### config.mk
export PLATFORM = sky130hd
export DESIGN_NAME = mic_volume_level
export DESIGN_NICKNAME = d
export VERILOG_FILES = /design/src/rtl/vol_pkg.sv /design/src/rtl/level_quantiser.sv /design/src/rtl/mic_volume_level.sv
export SDC_FILE = /design/constraint.sdc
export NUM_CORES = 1
export LEC_CHECK = 0
export ABC_AREA = 1
export BUFFER_PORTS_ARGS = -buffer_cell sky130_fd_sc_hd__buf_2
export CAP_MARGIN = 25
export CORE_MARGIN = 2
export CORE_UTILIZATION = 40
export DETAILED_ROUTE_END_ITERATION = 10
export PLACE_DENSITY_LB_ADDON = 0.3
export REMOVE_ABC_BUFFERS = 1
export SLEW_MARGIN = 20
export SYNTH_ARGS = -nofsm -noshare
export SYNTH_HDL_FRONTEND = slang
export SYNTH_SLANG_ARGS = --single-unit
export TNS_END_PERCENT = 10
### constraint.sdc
create_clock -name clk -period 5.7 [get_ports clk]
set_input_delay 1.71 -clock clk [delete_from_list [all_inputs] [get_ports clk]]
set_output_delay 1.71 -clock clk [all_outputs]
set_load 0.005 [all_outputs]
### src/rtl/vol_pkg.sv
// Shared widths and default constants for the mic capture,
// volume-level and volume-bar renderer blocks.
package vol_pkg;
  localparam int LEVEL_W = 4;
  localparam int MIC_W = 12;
  localparam int DEF_WINDOW = 4000;
  localparam int DEF_BASELINE = 2048;
  localparam int DEF_SHIFT = 7;
  localparam logic [LEVEL_W-1:0] LEVEL_MAX = '1;
endpackage

### src/rtl/level_quantiser.sv
// Maps a window peak to a raw 0..15 level: baseline subtract,
// shift, saturate.
module level_quantiser
  import vol_pkg::*;
#(
  parameter int BASELINE = DEF_BASELINE,
  parameter int SHIFT = DEF_SHIFT
) (
  input  logic [MIC_W-1:0]   pk,
  output logic [LEVEL_W-1:0] raw
);

  localparam logic [MIC_W:0] BASE = BASELINE[MIC_W:0];
  localparam logic [MIC_W:0] LMAX =
    {{(MIC_W+1-LEVEL_W){1'b0}}, LEVEL_MAX};

  logic [MIC_W:0] diff;
  logic [MIC_W:0] shd;

  always_comb begin
    diff = {1'b0, pk} - BASE;
    shd = diff >> SHIFT;
    raw = '0;
    if ({1'b0, pk} <= BASE) begin
      raw = '0;
    end else if (shd > LMAX) begin
      raw = LEVEL_MAX;
    end else begin
      raw = shd[LEVEL_W-1:0];
    end
  end

endmodule

### src/rtl/mic_volume_level.sv
// Windowed peak detector with fast-attack / slow-decay level
// output for the OLED volume bar.
module mic_volume_level
  import vol_pkg::*;
#(
  parameter int WINDOW = DEF_WINDOW,
  parameter int BASELINE = DEF_BASELINE,
  parameter int SHIFT = DEF_SHIFT,
  parameter int DECAY_EN = 1
) (
  input  logic         clk,
  input  logic         rst,
  input  logic         sample_valid,
  input  logic [11:0]  mic_in,
  output logic [3:0]   level,
  output logic         level_update,
  output logic [11:0]  peak
);

  localparam logic [15:0] LAST = 16'(WINDOW - 1);

  logic [15:0]        cnt_q, cnt_d;
  logic [MIC_W-1:0]   cur_max_q, cur_max_d;
  logic [MIC_W-1:0]   peak_q, peak_d;
  logic [LEVEL_W-1:0] level_q, level_d;
  logic               upd_q, upd_d;

  logic [MIC_W-1:0]   pk;
  logic [LEVEL_W-1:0] raw;
  logic [LEVEL_W-1:0] next_level;

  level_quantiser #(
    .BASELINE (BASELINE),
    .SHIFT    (SHIFT)
  ) u_quant (
    .pk  (pk),
    .raw (raw)
  );

  // Running max including the current sample, so the
  // window-end sample is folded into the peak.
  always_comb begin
    pk = (mic_in > cur_max_q) ? mic_in : cur_max_q;
  end

  // raw < level implies level >= 1, so decay cannot underflow.
  always_comb begin
    next_level = raw;
    if (raw < level_q && DECAY_EN != 0) begin
      next_level = level_q - 1'b1;
    end
  end

  always_comb begin
    cnt_d = cnt_q;
    cur_max_d = cur_max_q;
    peak_d = peak_q;
    level_d = level_q;
    upd_d = 1'b0;
    if (sample_valid) begin
      if (cnt_q == LAST) begin
        peak_d = pk;
        cur_max_d = '0;
        cnt_d = '0;
        upd_d = 1'b1;
        level_d = next_level;
      end else begin
        cur_max_d = pk;
        cnt_d = cnt_q + 16'd1;
      end
    end
  end

  always_ff @(posedge clk or posedge rst) begin
    if (rst) begin
      cnt_q <= '0;
      cur_max_q <= '0;
      peak_q <= '0;
      level_q <= '0;
      upd_q <= 1'b0;
    end else begin
      cnt_q <= cnt_d;
      cur_max_q <= cur_max_d;
      peak_q <= peak_d;
      level_q <= level_d;
      upd_q <= upd_d;
    end
  end

  assign level = level_q;
  assign level_update = upd_q;
  assign peak = peak_q;

endmodule
==> impl_metrics.yaml, run 1 <==
run_status:
  status: "finished, final reports clean"
timing:
  worstMarginPinSlew_ps: 893
  fin_ws_ps: 1130
  setup-violations-final: 0
  period_share: 0.801
  maxSlewViolCount: 0
  fin_tns_setup_ps: 0
  fin_crit_ps: 4570
  max_freq_mhz: 219
  final_hold_viol_count: 0
  fin_worst_skew_ps: 8.84
  rsz0062_at_grt: "no"
  slew_headroom: 0.403
synth:
  synthesis.area_um2: 2650
  synth_area_leaders: "dfrtp_1, nand2_1, ha_1, inv_1, nand3_1"
  yosys.area.top_type: "dfrtp_1"
  ys_seq_area_frac: 0.424
  synth_cell_types: 28
  netlist_instances: 337
  synth-seq-cells: 45
  yosys_warnings: 0
  synth_top_area_share: 0.424
  avgSynthCellArea_um2: 7.87
global_routing:
  track_usage: 0.167
  grt_pass1_vias: 2131
  grt_overflow: 0
  grt_first_pass_wirelength_um: 9750
  antenna_found_initial: 0
  grt_start_max_net_pins: 46
clock_network:
  postCtsHoldBufs: 0
  htreeDepth: 2
  postCtsSetupBuffers: 0
  cts_sinks: 45
  cts_root_buf: "clkbuf_8"
  post_cts_resized: 0
  cts_buffers: 5
  clock_latency_ps: 300
  cts_tree: "done"
  cts.clk_slew.worst_paths_ps: 80
  cts_buffer_depth: 2
worst_setup_path:
  startpoint_type: "input pin"
  cp.arrival_ps: 4760
  required_ps: 5890
  crit_path_end_kind: "flop"
  rr_worst_depth: 18
  crit_fanout: 13
  critPathKind: "in -> reg"
floorplanning:
  die_x_um: 85.5
  rows: 29
  core-area_um2: 6390
  start_util: 0.416
  die_area_um2: 7300
  io_pins: 32
  chipHeight_um: 85.5
flow_run:
  cap_violations: 0
detailed_routing:
  wl_per_cell_um: 12.6
  drt_iter0_markers: 85
  wl_um: 5580
  drc: 0
  routed_via_density: 4.90
  detail-route-antenna-nets: 0
  vias: 2176
  drtPass1Iterations: 4
place:
  place_ws_ps: 847
  place_hpwl_um: 4080
  io_buffer_count: 31
  globalplace.congestion: 0.873
pwr:
  p_int_mw: 0.663
  swShare: 0.429
  clockPowerShare: 0.176
  combPwrFrac: 0.464
  switchingPower_mw: 0.499
  irDropWorstVdd_mv: 0.202
  power_leakage_nw: 1.62
  pwr-share-seq: 0.360
  power-per-cell-area_nw_per_um2: 392
final_layout:
  fillers: 630
  insertedDiodeCount: 0
  num-nets-final: 399
  fin_util: 0.464
  layout-drive-gt1-share: 0.155
  multi_input_area_um2: 1270
  regArea_um2: 1130
  area_delta_synth_final_pct: 11.6
worst_hold_path:
  hold_class: "reg -> reg"
  min_path_cells: 2
-- power by group through the flow --
stage          logic (mW)  registers, mW  clock network (mW)
2_1_floorplan       0.426          0.416                   0
3_3_place_gp        0.522          0.423                   0
3_5_place_dp        0.536          0.424                   0
4_1_cts             0.539          0.418               0.210
5_1_grt             0.628          0.427               0.225
6_report            0.540          0.418               0.205
-- worst paths after layout --
path / start / to / slack [ps]
max: mic_in[7] / level[2] / 1130
min: peak[4] / peak[4] / 480
max reg2reg: cur_max_q[7] / level[2] / 2250
min reg2reg: peak[4] / peak[4] / 480
max in group asynchronous: rst / peak[0] / 3930
min in group asynchronous: rst / cnt_q[10] / 1310
-- cell usage after synthesis --
cell	instances
nand3_1	17
buf_2	1
ha_1	17
nor4_1	1
nand2_1	90
o21ai_0	14
buf_6	2
a31oi_1	1
clkbuf_1	6
o21ai_1	1
xnor2_1	2
dfrtp_1	45
nor3_1	6
nand3_2	3
nand2_2	8
nand3b_1	8
xor2_1	8
o221a_2	1
o22ai_1	12
nand4_1	5
nor2_1	18
a21o_1	1
nor2_2	3
nand2_4	2
nor3_2	1
nor3b_1	1
inv_1	56
a21oi_1	7
-- worst max-delay path: stages --
cell and delay, ps:
buf_2 110, ha_1 310, nand4_1 150, nor3_2 120
nand2_1 260, nand2_2 330, nand2_1 80, nand2_1 150
nand2_1 80, nor2_2 140, nand3_2 100, nand2_1 100
nor2_1 70, ha_1 290, a21oi_1 430, nand3_1 140
nand3_1 120, nand2_1 60
-- per-stage QoR --
stage / power, mW / instance area (um2) / hold WS, ps / cells
2_1_floorplan: 0.842 / 2600 / 475 / 328
5_1_grt: 1.28 / 2960 / 528 / 444
3_5_place_dp: 0.960 / 2860 / 468 / 436
6_report: 1.16 / 2960 / 483 / 444
4_1_cts: 1.17 / 2940 / 488 / 443
3_3_place_gp: 0.945 / 2860 / 462 / 436
-- kinds of logic (layout without fill, tap and decap cells) --
family / Yosys count / in the layout / synth area share
AO/OA/AOI/OAI: 37 / 37 / 0.0792
XOR/XNOR: 10 / 10 / 0.0330
adder cells (fa/ha/maj): 17 / 17 / 0.0801
buffers and inverters: 65 / 95 / 0.0981
flip-flops: 45 / 45 / 0.424
AND/OR/NAND/NOR: 163 / 163 / 0.285
-- state kept, by name, indices dropped and copies added, names as in the netlist --
register,count
cur_max_q,12
level_update,1
peak,12
level,4
cnt_q,16
-- routing by layer --
metal	wire, um	GRT usage	vias to the layer above
met5	0	0	-
met4	76	0.0519	0
met3	182	0.0370	6
met2	2610	0.274	24
met1	2710	0.221	1017
li1	-	-	1129
-- layout by cell type (no fill, tap or decap), types with 2 or more instances in the layout --
cell type,n
a21oi_1,7
dfrtp_1,45
xor2_1,8
nand3_2,3
nor2_2,3
buf_2,31
o22ai_1,12
nand2_2,8
nand2_4,2
nand3_1,17
nor2_1,18
o21ai_0,14
nand4_1,5
inv_1,55
nand3b_1,8
xnor2_1,2
clkbuf_8,6
ha_1,17
nor3_1,6
nand2_1,90
-- cell type report --
class,count,area share
inverters,56,0.0710
clock buffers,7,0.0292
well taps,77,0.0325
multi-input cells,227,0.428
repair buffers,32,0.0591
flip-flops and latches,45,0.380
Power figures use the tool's default switching activity.
==> run 2: changes to the inputs <==
ABC_AREA = 0   (was 1)
clock period = 4.7 ns   (was 5.7 ns; I/O delays follow)
==> run 2 against run 1 <==
- non-clock buffer count rose by 1
- first-iteration DRC count is 15% lower
- sequential power up 27%
- critical endpoint unchanged
==> impl_metrics.yaml, run 2 <==
timing:
  max_freq_mhz: 244
  rsz0062_at_grt: "no"
  fin_crit_ps: 4100
  fin_tns_setup_ps: 0
  setup-violations-final: 0
  fin_ws_ps: 601
  fin_worst_skew_ps: 16.7
  final_hold_viol_count: 0
  worstMarginPinSlew_ps: 774
  slew_headroom: 0.483
  period_share: 0.872
  maxSlewViolCount: 0
pwr:
  p_int_mw: 0.781
  combPwrFrac: 0.395
  pwr-share-seq: 0.413
  switchingPower_mw: 0.499
  power_leakage_nw: 1.40
  power-per-cell-area_nw_per_um2: 453
  clockPowerShare: 0.191
  total_power_mw: 1.28
  swShare: 0.390
  irDropWorstVdd_mv: 0.213
synth:
  synthesis.area_um2: 2520
  synth_edf_count: 0
  synthArstFlopShare: 1.00
  synth_cell_types: 45
  ys.flop_type: "dfrtp_1"
  synth_area_leaders: "dfrtp_1, ha_1, nand2_1, a22o_1, nor2_1"
  ys_seq_area_frac: 0.447
  yosys_warnings: 0
  netlist_instances: 270
  yosys.area.top_type: "dfrtp_1"
  post-synth-top-count-cell: "dfrtp_1"
  synth_top_area_share: 0.447
  synth_common_cells: "dfrtp_1, nand2_1, nor2_1"
  synth-seq-cells: 45
  avgSynthCellArea_um2: 9.32
clock_network:
  cts_root_buf: "clkbuf_8"
  postCtsHoldBufs: 0
  post_cts_resized: 0
  cts_buffer_depth: 2
  clock_latency_ps: 310
  cts_sinks: 45
  cts_tree: "done"
  cts.clk_slew.worst_paths_ps: 90
  cts_buffers: 5
  postCtsSetupBuffers: 0
  htreeDepth: 2
final_layout:
  layout-drive-gt1-share: 0.159
  top_register: "cnt_q"
  fin_util: 0.472
  num-nets-final: 333
  mostFrequentLayoutCells: "dfrtp_1, buf_2, nand2_1, nor2_1"
  insertedDiodeCount: 0
  layout_commonest_cell: "dfrtp_1"
  fin_area_um2: 2830
  largest_register_ffs: 16
  area_delta_synth_final_pct: 12.2
worst_setup_path:
  required_ps: 4880
  cp.arrival_ps: 4280
  reg2reg_slack_ps: 1300
  rr_worst_depth: 12
  reg2reg_to: "level[2]"
  worstSetupStartpoint: "mic_in[11]"
  startpoint_type: "input pin"
  crit_path_end_kind: "flop"
  crit_fanout: 8
  worst_r2r_startpoint: "cur_max_q[11]"
  timing.critical_path.to: "level[2]"
  critPathKind: "in -> reg"
detailed_routing:
  wl_per_cell_um: 14.1
  wl_um: 5300
  drt_iter0_markers: 72
  routed_via_density: 5.30
  drc: 0
  vias: 1998
  drtPass1Iterations: 5
  detail-route-antenna-nets: 0
floorplanning:
  start_util: 0.420
  chipHeight_um: 83.3
  io_pins: 32
  die_area_um2: 6940
  core-area_um2: 5990
  die_x_um: 83.3
  rows: 28
global_routing:
  antenna_found_initial: 0
  grt_first_pass_wirelength_um: 9260
  track_usage: 0.164
  grt_start_max_net_pins: 46
  grt_pass1_vias: 1968
  grt_overflow: 0
place:
  globalplace.congestion: 0.865
  postPlaceCellArea_um2: 2740
  place_ws_ps: 296
  place_hpwl_um: 3710
  io_buffer_count: 31
run_status:
  status: "finished, final reports clean"
worst_hold_path:
  hold_class: "reg -> reg"
flow_run:
  cap_violations: 0
==> run 2: stage by stage <==
| stage | std cells | hold slack (ps) |
|---|---|---|
| after floorplan | 261 | 437 |
| after global placement | 369 | 456 |
| after detailed placement | 369 | 455 |
| after CTS | 377 | 471 |
| after global routing | 377 | 510 |
| final | 377 | 472 |
==> run 2: final cells by class <==
type | instances | area (um2)
fillers | 593 | 3170
multi-input cells | 198 | 1280
flip-flops and latches | 45 | 1130
repair buffers | 33 | 170
well taps | 75 | 93.8
clock buffers | 6 | 72.6
inverters | 18 | 68.8
clock inverters | 2 | 10.0
==> run 2: how the worst min path moves through the flow <==
stage / start / depth (start not counted) / end / slack, ps
2_1_floorplan: cnt_q[15] / 1 / cnt_q[15] / 440
3_3_place_gp: cnt_q[15] / 1 / cnt_q[15] / 460
3_5_place_dp: cnt_q[15] / 1 / cnt_q[15] / 450
4_1_cts: cnt_q[15] / 1 / cnt_q[15] / 470
5_1_grt: cnt_q[4] / 1 / cnt_q[4] / 510
6_report: cnt_q[15] / 1 / cnt_q[15] / 470
==> run 2: worst max-delay path, stage by stage <==
cell and delay (ps):
buf_2 150, ha_1 300, nand4_1 150, a211oi_1 300, o31a_1 410, mux2i_1 320
ha_1 290, a21o_1 170, a21oi_1 190, o2111a_1 310, o21a_1 190, a311oi_1 90
==> run 2: cell families after synthesis <==
| kind of cell | Yosys count | share of synthesized area |
|---|---|---|
| adder cells (fa/ha/maj) | 17 | 0.0845 |
| multiplexers | 5 | 0.0204 |
| flip-flops | 45 | 0.447 |
| buffers and inverters | 27 | 0.0427 |
| AO/OA/AOI/OAI | 66 | 0.174 |
| XOR/XNOR | 13 | 0.0452 |
| AND/OR/NAND/NOR | 97 | 0.185 |
==> run 2: power groups by stage <==
| stage | combinational, mW | sequential, mW | clock [mW] |
|---|---|---|---|
| after floorplan | 0.391 | 0.516 | 0 |
| after global routing | 0.579 | 0.541 | 0.267 |
| final | 0.506 | 0.529 | 0.245 |
| after detailed placement | 0.505 | 0.534 | 0 |
| after CTS | 0.508 | 0.528 | 0.249 |
| after global placement | 0.493 | 0.531 | 0 |
==> run 2: metal layers <==
layer	share of wire	track usage	up-vias	wire (um)
met1	0.51	0.223	951	2710
met2	0.45	0.262	26	2380
met5	0	0	-	0
met3	0.025	0.0318	7	134
met4	0.015	0.0537	0	78
li1	-	-	1014	-
